--- config.mk ---
export PLATFORM = sky130hd
export DESIGN_NAME = serial_word_feeder
export DESIGN_NICKNAME = d
export VERILOG_FILES = /design/src/rtl/serial_word_feeder.sv
export SDC_FILE = /design/constraint.sdc
export NUM_CORES = 1
export LEC_CHECK = 0
export ABC_AREA = 1
export CORE_MARGIN = 2
export CORE_UTILIZATION = 45
export CTS_CLUSTER_SIZE = 24
export DETAILED_ROUTE_END_ITERATION = 8
export GPL_ROUTABILITY_DRIVEN = 0
export PLACE_DENSITY = 0.67
export SLEW_MARGIN = 20
export SYNTH_ARGS = -nofsm -noshare
export SYNTH_HDL_FRONTEND = slang
export SYNTH_SLANG_ARGS = --single-unit
export TNS_END_PERCENT = 20
--- constraint.sdc ---
create_clock -name clk -period 2 [get_ports clk]
set_clock_uncertainty 0.1 [all_clocks]
set_input_delay 0.4 -clock clk [delete_from_list [all_inputs] [get_ports clk]]
set_output_delay 0.4 -clock clk [all_outputs]
set_load 0.01 [all_outputs]
--- src/rtl/serial_word_feeder.sv ---
// Parallel-to-serial front end: accepts WIDTH-bit words over valid/ready and
// emits them one bit per clock on registered outputs, with a one-word holding register.
module serial_word_feeder #(
  parameter int unsigned WIDTH     = 8,
  parameter bit          MSB_FIRST = 1'b1,
  parameter bit          IDLE_BIT  = 1'b0
) (
  input  logic             clk,
  input  logic             rst,
  input  logic             load_valid,
  input  logic [WIDTH-1:0] load_data,
  output logic             load_ready,
  output logic             bit_out,
  output logic             bit_valid,
  output logic             word_done,
  output logic             busy
);

  localparam int unsigned CW = $clog2(WIDTH);
  localparam logic [CW-1:0] CNT_LAST = CW'(WIDTH - 1);

  typedef enum logic {
    IDLE,
    SHIFT
  } state_t;

  state_t           state_reg, state_next;
  logic [WIDTH-1:0] sreg_reg, sreg_next;
  logic [CW-1:0]    cnt_reg, cnt_next;
  logic [WIDTH-1:0] pend_reg, pend_next;
  logic             pend_valid_reg, pend_valid_next;
  logic             bit_out_reg, bit_out_next;
  logic             bit_valid_reg, bit_valid_next;
  logic             word_done_reg, word_done_next;
  logic             accept;

  // Bit that leaves the word first, and the word with that bit removed.
  function automatic logic head_bit(input logic [WIDTH-1:0] w);
    return MSB_FIRST ? w[WIDTH-1] : w[0];
  endfunction

  function automatic logic [WIDTH-1:0] drop_head(input logic [WIDTH-1:0] w);
    return MSB_FIRST ? {w[WIDTH-2:0], 1'b0} : {1'b0, w[WIDTH-1:1]};
  endfunction

  assign load_ready = !pend_valid_reg;
  assign accept     = load_valid && load_ready;
  assign busy       = (state_reg == SHIFT) || pend_valid_reg;
  assign bit_out    = bit_out_reg;
  assign bit_valid  = bit_valid_reg;
  assign word_done  = word_done_reg;

  always_ff @(posedge clk or negedge rst) begin
    if (!rst) begin
      state_reg      <= IDLE;
      sreg_reg       <= '0;
      cnt_reg        <= '0;
      pend_reg       <= '0;
      pend_valid_reg <= 1'b0;
      bit_out_reg    <= IDLE_BIT;
      bit_valid_reg  <= 1'b0;
      word_done_reg  <= 1'b0;
    end else begin
      state_reg      <= state_next;
      sreg_reg       <= sreg_next;
      cnt_reg        <= cnt_next;
      pend_reg       <= pend_next;
      pend_valid_reg <= pend_valid_next;
      bit_out_reg    <= bit_out_next;
      bit_valid_reg  <= bit_valid_next;
      word_done_reg  <= word_done_next;
    end
  end

  always_comb begin
    state_next      = state_reg;
    sreg_next       = sreg_reg;
    cnt_next        = cnt_reg;
    pend_next       = pend_reg;
    pend_valid_next = pend_valid_reg;
    bit_out_next    = bit_out_reg;
    bit_valid_next  = bit_valid_reg;

    case (state_reg)
      IDLE: begin
        bit_valid_next = 1'b0;
        bit_out_next   = IDLE_BIT;
        if (accept) begin
          sreg_next      = drop_head(load_data);
          bit_out_next   = head_bit(load_data);
          bit_valid_next = 1'b1;
          cnt_next       = CNT_LAST;
          state_next     = SHIFT;
        end
      end

      SHIFT: begin
        if (cnt_reg != '0) begin
          bit_out_next = head_bit(sreg_reg);
          sreg_next    = drop_head(sreg_reg);
          cnt_next     = cnt_reg - 1'b1;
          if (accept) begin
            pend_next       = load_data;
            pend_valid_next = 1'b1;
          end
        end else if (pend_valid_reg) begin
          // Last bit is on the wire: the held word follows with no gap.
          sreg_next       = drop_head(pend_reg);
          bit_out_next    = head_bit(pend_reg);
          bit_valid_next  = 1'b1;
          cnt_next        = CNT_LAST;
          pend_valid_next = 1'b0;
        end else if (accept) begin
          sreg_next      = drop_head(load_data);
          bit_out_next   = head_bit(load_data);
          bit_valid_next = 1'b1;
          cnt_next       = CNT_LAST;
        end else begin
          bit_valid_next = 1'b0;
          bit_out_next   = IDLE_BIT;
          state_next     = IDLE;
        end
      end

      default: begin
        state_next     = IDLE;
        bit_valid_next = 1'b0;
        bit_out_next   = IDLE_BIT;
        cnt_next       = '0;
      end
    endcase

    word_done_next = bit_valid_next && (cnt_next == '0);
  end

endmodule

==> run metrics <==
Post-Layout Cell Count 186; vias in the first global route 921; CTS sink count 24; period utilisation layout 93.8%; Slew headroom slightly below 80%; GRT Overall Usage approximately 17%; dpl cells ~180; HPWL Detailed about 1800 microns; HP Class in2async; area growth from synthesis to layout 15.9%; Crit path max-delay family buffers and inverters; Hold-fix buffers, CTS 0; register area between 600 and 700 sq um; Fin. Hold Viols 0; final core area utilization a little over half; CP max-delay cell clkdlybuf4s50_1; setup repair after global routing missed its margin no; Synth area leaders dfrtp_1 (49%), nand2_1 (9.4%), inv_1 (5.8%); Ports 16; overall die height approximately 56 microns; Worst path max stage delay approximately 520 ps; Critical Path AT around 1400 ps; full die area around 3200 sq um; Critical Path RT roughly 1500 ps; Post-CTS Setup Bufs 0; post-synth design cell area roughly 1200 sq um; Net Count, Synth 151; CTS HTree Levels 1; share of cells above drive strength 1 16.8%; average via count per standard cell ~5.4; Starting Density ~46%; Synth top area share between 40% and 50%; Pre-antenna DRT Iters 4; routed len/inst 12.8 microns; # diodes 0; Netlist cell types 25; VDD IR max 0.000662 V; status complete, no violations; DRT Wirelength between 2000 and 2500 microns; largest net degree at the start of global routing 25; Seq cells post-synth 24; final setup TNS 0 ps; number of port buffers 15; Leakage Power around 0.70 nW; Critical Path Stages 3; Post-Layout Inst Area between 1000 and 1500 sq um; Final setup viols 0; max-capacitance violation count 0; placed cell area 1410 sq um; Syn Area/Cell about 9.0 sq um; FILL cells roughly 260; clk_lat worst skew 320 ps; gr ovfl total 0; Slew Viols, Final 0; multi-input logic area 503 sq um; Max Clk Rate 533 MHz; nets@finish 170; total CTS buffers 3; post-cts sizing count 0; power per cell area 1310 nW/um^2; post-route ant nets 0; Clock Tree Buf Depth 2; sequential area share after synthesis between 40% and 50%; crit-path cells inv_4 > nand2_1 > clkdlybuf4s50_1; cell accounting for the most synthesized area dfrtp_1; Vias about 1k; Least-Margin Pin Slew about 310 ps; CTS tree done; Final min period 1880 ps; Crit Path Category reg2out; initial antenna violation count 0; Die Wd ~56 microns; Worst Path Max Fanout 3; Post-Syn Instances approximately 140; r2r worst-path depth 10; clock slew at reported path FFs 130 ps; core area approximately 2700 sq um; first-pass GRT wire length around 4200 microns; critical path buffer and inverter count 2; FP Rows 19; DR iter-0 viols 36; Worst setup EP type primary output; CTS Root Cell clkbuf_4; number of synthesis warnings 0; type of origin of the critical path flip-flop; DRC viols 0
==> stage by stage <==
| stage | power, mW | worst slack [ps] | hold WS (ps) |
|---|---|---|---|
| 6_report | 1.87 | 124 | 324 |
| 5_1_grt | 2.04 | 68.3 | 351 |
| 4_1_cts | 1.89 | 104 | 327 |
| 3_5_place_dp | 1.68 | 179 | 373 |
| 3_3_place_gp | 1.65 | 213 | 365 |
| 2_1_floorplan | 1.43 | 592 | 4.41 |
==> logic make-up after synthesis <==
logic type               Yosys count  synth area share [%]
adder cells (fa/ha/maj)            2                  2.02
flip-flops                        24                  48.5
buffers and inverters             27                  10.8
AND/OR/NAND/NOR                   59                  23.9
AO/OA/AOI/OAI                     26                  14.8
==> area by class of cell <==
type                       instances  area share (%)
sequential                        24            41.9
multi-input combinational         87            35.1
timing repair buffer              18            12.0
inverter                          23            6.72
tap                               31            2.71
clock buffer                       3            1.57
==> worst reg2reg max path, stage by stage (launching register included) <==
cell and delay (ps):
dfrtp_1 420, inv_1 90, ha_1 200, inv_1 80
nor2_4 200, nand2_2 90, nand2_2 80, nor2_1 50
nor2_2 90, nand3_1 80, nor2_1 120
==> cells in the final DEF (no fill, tap or decap), types with 2 or more instances in the layout <==
cell	count
a21oi_1	2
buf_4	3
clkbuf_4	3
clkdlybuf4s50_1	15
dfrtp_1	24
ha_1	2
inv_1	19
inv_4	2
nand2_1	31
nand2_2	3
nand2_4	2
nand3_1	8
nand4_1	6
nor2_1	6
o211ai_1	5
o21ai_0	7
o21ai_2	8
==> cell usage after synthesis, drive strengths merged <==
cell type / number
ha: 2
o22ai: 1
o21a: 1
o221ai: 1
nand3: 8
nand2: 37
buf: 4
nor2: 8
a211oi: 1
a21oi: 2
nand4: 6
inv: 23
o211ai: 5
dfrtp: 24
o21ai: 15
==> worst paths after layout <==
| kind | start | to | slack, ps |
|---|---|---|---|
| min reg2reg | pend_reg[0] | pend_reg[0] | 400 |
| min | rst | state_reg | 320 |
| max reg2reg | cnt_reg[0] | word_done | 340 |
| max | pend_valid_reg | busy | 120 |
| min in group clk | pend_reg[0] | pend_reg[0] | 400 |
| max in group asynchronous | rst | bit_out | 1230 |
==> where the power goes <==
group          total (mW)  switching (mW)  internal (mW)
Clock               0.208           0.138         0.0705
Sequential          0.770           0.102          0.668
Combinational       0.894           0.550          0.345
Total                1.87           0.789           1.08
==> per-layer routing <==
layer / track usage [%] / vias to the layer above / wire length (microns)
li1: - / 484 / -
met5: 0 / - / 0
met4: 7.14 / 0 / 31
met1: 23.7 / 470 / 1080
met2: 26.4 / 42 / 1110
met3: 2.30 / 4 / 151
Note: power is estimated with default switching activity, not from simulation.
